--- config.mk ---
export PLATFORM = sky130hd
export DESIGN_NAME = siso_tx_scheduler
export DESIGN_NICKNAME = d
export VERILOG_FILES = /design/src/rtl/siso_tx_scheduler.sv
export SDC_FILE = /design/constraint.sdc
export NUM_CORES = 1
export LEC_CHECK = 0
export BUFFER_PORTS_ARGS = -buffer_cell sky130_fd_sc_hd__buf_4
export CAP_MARGIN = 20
export CORE_MARGIN = 5
export CORE_UTILIZATION = 35
export DETAILED_ROUTE_END_ITERATION = 10
export PLACE_DENSITY = 0.6
export SYNTH_ARGS = -nofsm -noshare
export SYNTH_HDL_FRONTEND = slang
export SYNTH_SLANG_ARGS = --single-unit
--- constraint.sdc ---
create_clock -name clk -period 2.4 [get_ports clk]
set_clock_uncertainty 0.15 [all_clocks]
set_input_delay 0.48 -clock clk [delete_from_list [all_inputs] [get_ports clk]]
set_output_delay 0.48 -clock clk [all_outputs]
set_load 0.01 [all_outputs]
--- src/rtl/siso_tx_scheduler.sv ---
// rtl/siso_tx_scheduler.sv - round-robin share of one MSB-first serial shifter among NREQ word requesters
// Grants a requester in IDLE, shifts its captured word out, then idles GAP cycles before re-arbitrating.
module siso_tx_scheduler #(
  parameter int SIZE = 8,
  parameter int NREQ = 4,
  parameter int GAP  = 1
) (
  input  logic                      clk,
  input  logic                      reset,
  input  logic                      enable,
  input  logic [NREQ-1:0]           req,
  input  logic [NREQ*SIZE-1:0]      data,
  output logic [NREQ-1:0]           ack,
  output logic                      ser_out,
  output logic                      ser_valid,
  output logic                      frame_start,
  output logic [$clog2(NREQ)-1:0]   owner,
  output logic                      done,
  output logic                      busy
);

  localparam int IW = $clog2(NREQ);
  localparam int BW = $clog2(SIZE);

  typedef enum logic [1:0] {ST_IDLE, ST_SHIFT, ST_GAP} state_t;

  state_t            state_q;
  logic [IW-1:0]     rr_q;
  logic [BW-1:0]     bit_cnt_q;
  logic [3:0]        gap_cnt_q;
  logic [SIZE-1:0]   shift_q;
  logic [NREQ-1:0]   ack_q;
  logic              ser_out_q;
  logic              ser_valid_q;
  logic              frame_start_q;
  logic [IW-1:0]     owner_q;
  logic              done_q;
  logic              busy_q;

  logic [IW-1:0]     grant_d;
  logic              grant_vld_d;
  logic [SIZE-1:0]   word_d;
  logic [NREQ-1:0]   ack_d;
  logic [IW-1:0]     cand;

  // Scan downward so the nearest set index after rr_q is the last one assigned.
  always_comb begin
    grant_d     = rr_q;
    grant_vld_d = 1'b0;
    cand        = '0;
    for (int k = NREQ; k >= 1; k--) begin
      cand = (int'(rr_q) + k >= NREQ) ? IW'(int'(rr_q) + k - NREQ) : IW'(int'(rr_q) + k);
      if (req[cand]) begin
        grant_d     = cand;
        grant_vld_d = 1'b1;
      end
    end
    word_d = '0;
    ack_d  = '0;
    for (int i = 0; i < NREQ; i++) begin
      if (grant_d == IW'(i)) begin
        word_d   = data[i*SIZE +: SIZE];
        ack_d[i] = 1'b1;
      end
    end
  end

  always_ff @(posedge clk or posedge reset) begin
    if (reset) begin
      state_q       <= ST_IDLE;
      rr_q          <= IW'(NREQ - 1);
      bit_cnt_q     <= '0;
      gap_cnt_q     <= '0;
      shift_q       <= '0;
      ack_q         <= '0;
      ser_out_q     <= 1'b0;
      ser_valid_q   <= 1'b0;
      frame_start_q <= 1'b0;
      owner_q       <= '0;
      done_q        <= 1'b0;
      busy_q        <= 1'b0;
    end else begin
      // Pulse outputs drop on every edge, including stalled ones.
      ack_q         <= '0;
      frame_start_q <= 1'b0;
      done_q        <= 1'b0;
      if (enable) begin
        case (state_q)
          ST_IDLE: begin
            if (grant_vld_d) begin
              shift_q       <= word_d;
              rr_q          <= grant_d;
              owner_q       <= grant_d;
              ack_q         <= ack_d;
              ser_out_q     <= word_d[SIZE-1];
              ser_valid_q   <= 1'b1;
              frame_start_q <= 1'b1;
              bit_cnt_q     <= '0;
              busy_q        <= 1'b1;
              state_q       <= ST_SHIFT;
            end
          end
          ST_SHIFT: begin
            if (bit_cnt_q == BW'(SIZE - 1)) begin
              ser_valid_q <= 1'b0;
              ser_out_q   <= 1'b0;
              done_q      <= 1'b1;
              bit_cnt_q   <= '0;
              if (GAP == 0) begin
                state_q <= ST_IDLE;
                busy_q  <= 1'b0;
              end else begin
                state_q   <= ST_GAP;
                gap_cnt_q <= 4'(GAP);
              end
            end else begin
              shift_q   <= {shift_q[SIZE-2:0], 1'b0};
              ser_out_q <= shift_q[SIZE-2];
              bit_cnt_q <= bit_cnt_q + BW'(1);
            end
          end
          ST_GAP: begin
            if (gap_cnt_q <= 4'd1) begin
              gap_cnt_q <= '0;
              busy_q    <= 1'b0;
              state_q   <= ST_IDLE;
            end else begin
              gap_cnt_q <= gap_cnt_q - 4'd1;
            end
          end
          default: state_q <= ST_IDLE;
        endcase
      end
    end
  end

  assign ack         = ack_q;
  assign ser_out     = ser_out_q;
  assign ser_valid   = ser_valid_q;
  assign frame_start = frame_start_q;
  assign owner       = owner_q;
  assign done        = done_q;
  assign busy        = busy_q;

endmodule

* Word level (Yosys, flattened, before mapping)
Cells that the tools add are included.
Cells by class: add/sub/neg operators 10, magnitude comparators 9, equal/unequal tests 10, mux-type cells 58, reductions and logical operators 12
Operators by type and width (count):
- $mux 8 | 4
- $mux 1 | 23
- $mux 2 | 11
- $mux 4 | 5
- $reduce_and 4->1 | 4
- $mux 7 | 2
- $pmux 7 s2 | 1
- $lt 2x3->1 const B | 4
- $ge 3x3->1 const B | 3
- $reduce_and 3->1 | 3
- $bmux 1 s2 | 4
- $ne 2x2->1 const B | 4
- $pmux 4 s2 | 1
- $sub 2x1->2 const B | 4
- $add 2x2->3 const B | 2
- $eq 2x2->1 const B | 3
- $mux 3 | 2
- $pmux 1 s2 | 3
- $pmux 2 s3 | 1
- $pmux 3 s2 | 1
- $reduce_bool 2->1 | 3
- $add 2x3->4 const B | 1
- $eq 2x1->1 const B | 2
- $ge 4x3->1 const B | 1
- 6 further kinds | 7
Storage, ports and cells: bits in registers 29, input port bits 39, output and inout bits 11, logic and storage cells 111

* Logic depth before layout (Yosys ltp)
Gate-level depths: netlist of run 1.
depth after elaboration 16, gate-level depth with buffers 7, depth with buffers taken out 7

* Least setup slack after synthesis of run 1
Ideal clock, no wire load.
kind flip-flop to flip-flop, start reg rr_q[1], end reg shift_q[1], library setup time 0.124 ns, arrival time 1.767 ns, required time 2.126 ns, slack 0.359 ns, stages on the path, launching flop included 8, buffers on the path 2, clock period less this slack 2.041 ns, path through dfstp_2 buf_6 nand2b_4 a21oi_2 or3_4 buf_6 a32o_1 o31a_1
Between the ends: longest elaborated chain between the ends 16, elaborated cells on any way between the ends 44, those cells by class add/sub: 8; order compare: 4; eq/ne: 4; mux: 26; reduce/logical: 2
Ends and longest elaborated chain:
- from (decl) | line 28 | logic [IW-1:0] rr_q;
- from (signal assigned) | line 71 | rr_q <= IW'(NREQ - 1);
- from (signal assigned) | line 92 | rr_q <= grant_d;
- $add 2x3->4 | line 52 | cand = (int'(rr_q) + k >= NREQ) ? IW'(int'(rr_q) + k - NREQ) : IW'(int'(rr_q) + k);
- $ge 4x3->1 / $sub 2x1->2 (equally long branches) | line 52
- $mux 2 | line 52
- $bmux 1 s2 | line 53 | if (req[cand]) begin
- $mux 1 (implied by the code) | line 53
- $mux 2 (4 in series) | line 53
- $logic_not 2->1 | line 61 | if (grant_d == IW'(i)) begin
- $mux 8 (4 in series) | line 61
- $mux 7 | line 90 | if (grant_vld_d) begin
- $pmux 7 s2 | line 88 | case (state_q)
- to (signal assigned) | line 91 | shift_q <= word_d;
- to (signal assigned) | line 117 | shift_q <= {shift_q[SIZE-2:0], 1'b0};
- to (decl) | line 31 | logic [SIZE-1:0] shift_q;
Several ways; a longest one is shown, not always the timed one. The select of a mux whose other input is x is not followed. A chain may end at the register's enable or synchronous reset.

* Worst setup path in the final report of run 1
start reg rr_q[1], end reg shift_q[6]
Same word-level chain as after synthesis.

==> metrics.yaml, run 1 <==
status: "finished clean"
die_w_um: 80.8
seqPwrFrac: 0.339
p_comb_frac: 0.482
worstMarginPinSlew_ps: 622
cp_data_required_time_ps: 2420
seq_area_frac_synth: 0.415
overflow: 0
end_kind: "flip-flop"
ios: 50
power_density_nw_per_um2: 973
vdd_drop_max_mv: 0.390
pre_cts_ws_ps: 168
syn_area_per_cell_um2: 9.48
setup_tns_ps: 0
vias: 1653
p_sw_frac: 0.383
clkSlewWorstSetupHoldPaths_ps: 60
slew_headroom: 0.582
post-cts-setup-buffer-count: 0
yosys_warnings: 0
setup_violations: 0
detail_route.wirelength_um: 4720
criticalPathCategory: "flip-flop to flip-flop"
dieHeight_um: 80.8
clock_path_buffers: 2
cts_resized: 0
drt_first_pass_iters: 4
grt_util_all_layers: 0.160
intPower_mw: 1.40
fin_crit_ps: 2150
port_buffers: 49
ant_nets: 0
p_sw_mw: 0.866
grt_pass1_wl_um: 8090
htree_levels: 2
clkLatencyLatePin_ps: 280
drive_above_1_share: 0.322
synth_cell_type_count: 47
finalHoldViolCount: 0
clkSinkCount: 29
grt_max_degree: 30
clkPwrFrac: 0.179
syn_inst: 185
syn_to_final_growth_pct: 32.5
hold_class: "input port to asynchronous set/reset pin"
diodes: 0
ys_ff_latch: 29
dp_cells: 305
drt_iter0_markers: 56
drc: 0
p_leak_nw: 1.11
layout.cells.non_filler: 312
cap_violations: 0
grt_pass1_vias: 1677
drv_slew: 0
fmax_mhz: 465
hold_buffers: 0
period_share: 0.896
wl_per_cell_um: 15.1
nets: 288
start_util: 0.367
path_max_fanout: 10
clockRootBuffer: "clkbuf_8"
rsz0062_at_grt: "false"
netlist_area_um2: 1750
syn-num-nets: 228
fin_ws_ps: 249
core_area_um2: 4790
numCtsBuffers: 5
gp_congestion: 0.823
grt_antenna_before_repair: 0
dp_hpwl_um: 3630
cts_tree: "yes"
rows: 25
vias_per_cell: 5.30
cp.arrival_ps: 2170
cp-start-kind: "flip-flop"
dieArea_um2: 6530
## path summary, 6_finish.rpt
check	from	end	slack, ps	depth (start not counted)
max	rr_q[1]	shift_q[6]	250	5
min	reset	shift_q[2]	120	3
max reg2reg	rr_q[1]	shift_q[6]	250	5
min reg2reg	owner[1]	owner[1]	340	1
max in group asynchronous	reset	rr_q[0]	1670	3
min in group clk	data[24]	shift_q[0]	320	3
## metal layers
metal | vias up | GRT usage | routed length, um
met5 | - | 0 | 0
met4 | 0 | 0.0372 | 68
met3 | 6 | 0.0510 | 318
met2 | 65 | 0.264 | 2220
met1 | 773 | 0.206 | 2110
li1 | 809 | - | -
## placed cells by master, fill, tap and decap left out, types with 2 or more instances in the layout
cell      synthesis  final
o31ai_1           4      4
o21ai_0          16     16
inv_1             7      7
or3_1             3      3
mux2_1            5      5
nand2_1          10     10
o31a_1            5      5
ha_1              4      4
o22ai_1           2      2
nor2_1           11     11
nand3_1           8      8
buf_4             0     58
nor2b_1           5      5
a21boi_0          2      2
a21o_1            6      6
clkbuf_8          0      6
nand2b_1          9      9
a21oi_1          12     12
a32o_1            7      7
dfstp_2           2      2
o21a_1            3      3
or2b_1            2      2
dfrtp_1          27     27
nor3_1            8      8
## synthesized netlist by cell type, drive strengths merged
| cell type | count | share of area |
|---|---|---|
| or2b | 2 | 0.0086 |
| nor2b | 5 | 0.018 |
| clkbuf | 1 | 0.0021 |
| a21o | 7 | 0.031 |
| a21oi | 13 | 0.039 |
| o32ai | 1 | 0.0050 |
| o31a | 5 | 0.025 |
| o41ai | 1 | 0.0093 |
| nor3b | 1 | 0.0043 |
| a41o | 1 | 0.0057 |
| dfstp | 2 | 0.030 |
| o31ai | 4 | 0.017 |
| a21boi | 3 | 0.013 |
| mux2 | 5 | 0.032 |
| nand3 | 8 | 0.023 |
| o21ai | 17 | 0.051 |
| nand2b | 10 | 0.040 |
| a22oi | 1 | 0.0043 |
| a32o | 7 | 0.040 |
| or3 | 4 | 0.017 |
| a211oi | 1 | 0.0043 |
| a32oi | 1 | 0.0050 |
| o21a | 3 | 0.013 |
| buf | 4 | 0.019 |
| nor2 | 12 | 0.027 |
| nor4 | 1 | 0.0071 |
| o22ai | 2 | 0.0071 |
| ha | 4 | 0.029 |
| inv | 8 | 0.017 |
| and2 | 1 | 0.0036 |
| nor3 | 9 | 0.029 |
| nand2 | 11 | 0.025 |
| a31oi | 1 | 0.0071 |
| a31o | 1 | 0.0050 |
| nand4 | 1 | 0.0036 |
| dfrtp | 27 | 0.39 |
## power groups by stage
stage / registers [mW] / logic, mW / clock network (mW)
2_1_floorplan: 0.745 / 0.768 / 0
3_3_place_gp: 0.772 / 1.09 / 0
3_5_place_dp: 0.775 / 1.10 / 0
4_1_cts: 0.767 / 1.11 / 0.424
5_1_grt: 0.788 / 1.23 / 0.443
6_report: 0.766 / 1.09 / 0.405
## critical path: stages (launching register included)
cell,delay (ps)
dfstp_2,630
nand2_1,140
a31oi_2,420
nand2_2,140
or3_1,320
a41o_1,240
## state kept, by name, summed over array words and instances (netlist names)
signal       cells
busy             1
ack              4
rr_q             2
gap_cnt_q        4
ser_out          1
owner            2
ser_valid        1
bit_cnt_q        3
state_q          2
frame_start      1
shift_q          7
done             1
## logic make-up after synthesis
family / after synthesis / synth area share
AO/OA/AOI/OAI: 69 / 0.281
adder cells (fa/ha/maj): 4 / 0.0285
multiplexers: 5 / 0.0321
AND/OR/NAND/NOR: 65 / 0.205
flip-flops: 29 / 0.415
buffers and inverters: 13 / 0.0378
## through the flow
stage	utilization	hold WS (ps)	instance area, um^2	power [mW]
after floorplan	-	301	1750	1.51
after global placement	0.467	327	2240	1.86
after detailed placement	0.467	324	2240	1.87
after CTS	0.485	129	2320	2.30
after global routing	0.485	156	2320	2.46
final	0.485	120	2320	2.26
## final cells by class
cell class	count	area (um^2)
Fill cell	481	2460
Multi-Input combinational cell	143	960
Sequential cell	29	728
Timing Repair Buffer	58	435
Clock buffer	7	86.3
Tap cell	67	83.8
Inverter	8	30.0
No activity file was read; power rests on OpenSTA's default activity.
==> inputs of run 2 (changes only) <==
--- a/config.mk
+++ b/config.mk
@@ -7,7 +7,7 @@
 export LEC_CHECK = 0
 export BUFFER_PORTS_ARGS = -buffer_cell sky130_fd_sc_hd__buf_4
 export CAP_MARGIN = 20
-export CORE_MARGIN = 5
+export CORE_MARGIN = 2
 export CORE_UTILIZATION = 35
 export DETAILED_ROUTE_END_ITERATION = 10
 export PLACE_DENSITY = 0.6
==> run 2 against run 1 <==
Register-to-register slack about the same. First-iteration DRC count grew 16%. Routed wire length is 7.6% lower. Combinational power about the same. Final cell count unchanged. Flip-flop and latch count unchanged. Via count shrank 2.3%. Sequential power about the same. Utilization fell by 0.16 points. Clock power down 2%. Cell area is 0.32% lower. Worst setup slack worse by 12 ps.
==> metrics.yaml, run 2 (same netlist as run 1, synthesis figures left out) <==
fin_ws_ps: 237
wl_per_cell_um: 14.0
fmax_mhz: 462
setup_tns_ps: 0
htree_levels: 2
nets: 287
drv_slew: 0
power_density_nw_per_um2: 960
drc: 0
cp_data_required_time_ps: 2430
cts_tree: "yes"
power_mw: 2.22
overflow: 0
setup_violations: 0
final_cell_mix: "buf_4, dfrtp_1, o21ai_0"
cts_resized: 0
drt_iter0_markers: 65
vias_per_cell: 5.18
start_util: 0.367
clockRootBuffer: "clkbuf_8"
rsz0062_at_grt: "false"
pre_cts_ws_ps: 120
fin_area_um2: 2320
criticalPathCategory: "flip-flop to flip-flop"
gp_congestion: 0.814
fin_crit_ps: 2160
clock_path_buffers: 2
clkSlewWorstSetupHoldPaths_ps: 70
core_area_um2: 4790
largest_register_ffs: 7
p_leak_nw: 1.11
cp.arrival_ps: 2200
clkSinkCount: 29
diodes: 0
grt_util_all_layers: 0.168
die_w_um: 74.8
worstMarginPinSlew_ps: 586
cp-start-kind: "flip-flop"
vias: 1615
period_share: 0.901
post-cts-setup-buffer-count: 0
numCtsBuffers: 5
vdd_drop_max_mv: 0.329
grt_antenna_before_repair: 0
grt_max_degree: 30
syn_to_final_growth_pct: 32.0
finalHoldViolCount: 0
drt_first_pass_iters: 4
grt_pass1_vias: 1549
rows: 25
clkLatencyLatePin_ps: 280
dieHeight_um: 74.8
final_common_cell: "buf_4"
layout.cells.non_filler: 312
dp_hpwl_um: 3370
status: "finished clean"
drive_above_1_share: 0.327
fillers: 473
dp_cells: 304
hold_buffers: 0
ios: 50
dpl-instance-area_um2: 2230
cap_violations: 0
detail_route.wirelength_um: 4360
dieArea_um2: 5590
grt_pass1_wl_um: 7190
hold_class: "input port to asynchronous set/reset pin"
ant_nets: 0
top_register: "shift_q"
slew_headroom: 0.606
path_max_fanout: 10
port_buffers: 49
end_kind: "flip-flop"
## run 2: changes by cell type in the layout (fill, tap and decap cells not counted)
cell	previous run	this run
clkbuf_1	1	0
clkinv_2	0	2
clkbuf_8	6	5
clkinvlp_4	0	1
buf_4	58	57
## run 2: cell type report
class	count	area, um^2	area share
flip-flops and latches	29	728	0.314
clock inverters	3	17.5	0.00756
clock buffers	5	68.8	0.0297
repair buffers	57	428	0.185
multi-input cells	143	960	0.414
well taps	67	83.8	0.0362
inverters	8	30.0	0.0130
## run 2: final timing paths
check	from	slack, ps	depth (start not counted)	end
min in group clk	data[24]	300	3	shift_q[0]
max reg2reg	rr_q[1]	240	5	ser_out
max	rr_q[1]	240	5	ser_out
min reg2reg	shift_q[0]	350	2	shift_q[0]
min	reset	120	3	ack[0]
max in group asynchronous	reset	1670	3	rr_q[0]
## run 2: where the power goes
group | switching [mW] | internal [mW] | leakage, nW | total, mW
sequential | 0.123 | 0.646 | 0.360 | 0.768
clock | 0.195 | 0.200 | 0.0439 | 0.395
combinational | 0.550 | 0.510 | 0.704 | 1.06
## run 2: critical path, stage by stage (launching register included)
cell,delay [ps]
dfstp_2,650
nand2_1,150
a31o_2,340
nor2_2,280
a211oi_1,180
o41ai_2,330
## run 2: routing by layer
metal | track usage | vias up | share of wire
li1 | - | 810 | -
met5 | 0 | - | 0
met2 | 0.268 | 46 | 0.46
met1 | 0.232 | 755 | 0.48
met3 | 0.0428 | 4 | 0.054
met4 | 0.0357 | 0 | 0.0062
## run 2: per-stage QoR
stage	hold WS, ps	utilization
final	117	0.484
after global routing	173	0.484
after CTS	126	0.484
after detailed placement	330	0.466
after global placement	329	0.466
after floorplan	301	-
==> inputs of run 3 (changes only) <==
--- a/config.mk
+++ b/config.mk
@@ -5,7 +5,7 @@
 export SDC_FILE = /design/constraint.sdc
 export NUM_CORES = 1
 export LEC_CHECK = 0
-export BUFFER_PORTS_ARGS = -buffer_cell sky130_fd_sc_hd__buf_4
+export BUFFER_PORTS_ARGS = -buffer_cell sky130_fd_sc_hd__buf_2
 export CAP_MARGIN = 20
 export CORE_MARGIN = 2
 export CORE_UTILIZATION = 35
==> run 3 against run 2 <==
Combinational power is essentially flat. Die area unchanged. Routed wire length is 2.0% higher. Via count grew 1.1%. Sequential power about the same. Count of clock-buffer cells in the layout is 3 higher. Clock power is 4% higher. First-iteration DRC count is 9.2% higher. Hold slack worse by 13 ps. Critical endpoint unchanged.
==> metrics.yaml, run 3 (same netlist as run 1, synthesis figures left out) <==
status: "finished clean"
seq_area_um2: 728
timing.rr.start: "rr_q[1]"
dp_cells: 307
cp_data_required_time_ps: 2420
numCtsBuffers: 5
drc: 0
overflow: 0
detail_route.wirelength_um: 4450
largest_register_ffs: 7
final_common_cell: "buf_2"
pre_cts_ws_ps: 157
period_share: 0.907
nets: 290
p_sw_frac: 0.388
drt_iter0_markers: 71
die_w_um: 74.8
p_leak_nw: 1.09
vias: 1632
fillers: 480
dieHeight_um: 74.8
rrSetupSlack_ps: 220
hold_buffers: 0
top_register: "shift_q"
fin_crit_ps: 2180
hold_class: "input port to asynchronous set/reset pin"
drive_above_1_share: 0.327
slew_headroom: 0.560
final_cell_mix: "buf_2, dfrtp_1, o21ai_0"
power_density_nw_per_um2: 1000
clock_path_buffers: 2
clkLatencyLatePin_ps: 280
layout.cells.non_filler: 315
r2r_end: "ser_out"
slowest_stage: "dfstp_2"
worstMarginPinSlew_ps: 655
clkPwrFrac: 0.184
p_comb_frac: 0.472
ant_nets: 0
criticalPathCategory: "flip-flop to flip-flop"
vias_per_cell: 5.18
dp_hpwl_um: 3310
crit_chain: "nand2_1, a31o_2, nor2_2, a211oi_1, o41ai_2"
drt_first_pass_iters: 4
clkSlewWorstSetupHoldPaths_ps: 60
rsz0062_at_grt: "false"
finalHoldViolCount: 0
grt_max_degree: 30
grt_pass1_vias: 1513
port_buffers: 49
syn_to_final_growth_pct: 26.5
gp_congestion: 0.768
fin_ws_ps: 223
rows: 25
critPathTopFamily: "compound AO/OA/AOI/OAI gates"
clockRootBuffer: "clkbuf_8"
drv_slew: 0
grt_pass1_wl_um: 7090
reg2regPathDepth: 5
clkSinkCount: 29
seqPwrFrac: 0.343
vdd_drop_max_mv: 0.340
setup_tns_ps: 0
cap_violations: 0
grt_util_all_layers: 0.170
multi_input_area_um2: 960
htree_levels: 2
cp.arrival_ps: 2190
core_area_um2: 4790
diodes: 0
cts_resized: 0
fmax_mhz: 459
start_util: 0.367
cts_tree: "yes"
cp-start-kind: "flip-flop"
post-cts-setup-buffer-count: 0
p_sw_mw: 0.865
path_max_fanout: 10
end_kind: "flip-flop"
critPathBufInv: 0
dieArea_um2: 5590
setup_violations: 0
grt_antenna_before_repair: 0
ios: 50
intPower_mw: 1.36
max_stage_delay_ps: 640
wl_per_cell_um: 14.1
run 3: changes by cell type in the layout (fill, tap and decap cells not counted), sizes merged:
| cell | delta |
|---|---|
| clkinvlp | -1 |
| buf | +3 |
| clkbuf | +3 |
| clkinv | -2 |
run 3: per-layer routing:
| layer | routed length, um | vias up | track usage |
|---|---|---|---|
| li1 | - | 812 | - |
| met1 | 2050 | 756 | 0.227 |
| met2 | 2090 | 61 | 0.276 |
| met3 | 263 | 3 | 0.0469 |
| met4 | 38 | 0 | 0.0357 |
| met5 | 0 | - | 0 |
run 3: worst max path at each step:
stage	start	end	slack, ps	cells after the start
6_report	rr_q[1]	ser_out	220	5
5_1_grt	rr_q[1]	ser_out	30	5
4_1_cts	rr_q[1]	ser_out	220	5
3_5_place_dp	req[1]	shift_q[2]	160	6
3_3_place_gp	req[1]	shift_q[2]	220	6
2_1_floorplan	rr_q[1]	shift_q[1]	360	7
run 3: tightest hold or removal path: cells and delay by family:
kind | cells | cell delay [ps]
buf+inv | 3 | 460
run 3: power by group through the flow:
| stage | clock network, mW | registers, mW | logic [mW] |
|---|---|---|---|
| 2_1_floorplan | 0 | 0.745 | 0.768 |
| 3_3_place_gp | 0 | 0.775 | 1.04 |
| 3_5_place_dp | 0 | 0.771 | 1.04 |
| 4_1_cts | 0.423 | 0.764 | 1.06 |
| 5_1_grt | 0.448 | 0.788 | 1.17 |
| 6_report | 0.410 | 0.765 | 1.05 |
run 3: cell type report:
cell class | instances | area share
tap | 67 | 0.0378
sequential | 29 | 0.328
multi-input combinational | 143 | 0.432
inverter | 8 | 0.0135
clock buffer | 8 | 0.0406
timing repair buffer | 60 | 0.148
run 3: per-stage QoR:
| step | hold WS (ps) | utilization | area (um^2) | total power, mW |
|---|---|---|---|---|
| floorplan | 301 | - | 1750 | 1.51 |
| global route | 161 | 0.464 | 2220 | 2.41 |
| CTS | 113 | 0.464 | 2220 | 2.24 |
| detailed placement | 327 | 0.445 | 2130 | 1.81 |
| global placement | 325 | 0.445 | 2130 | 1.81 |
| finish | 104 | 0.464 | 2220 | 2.23 |
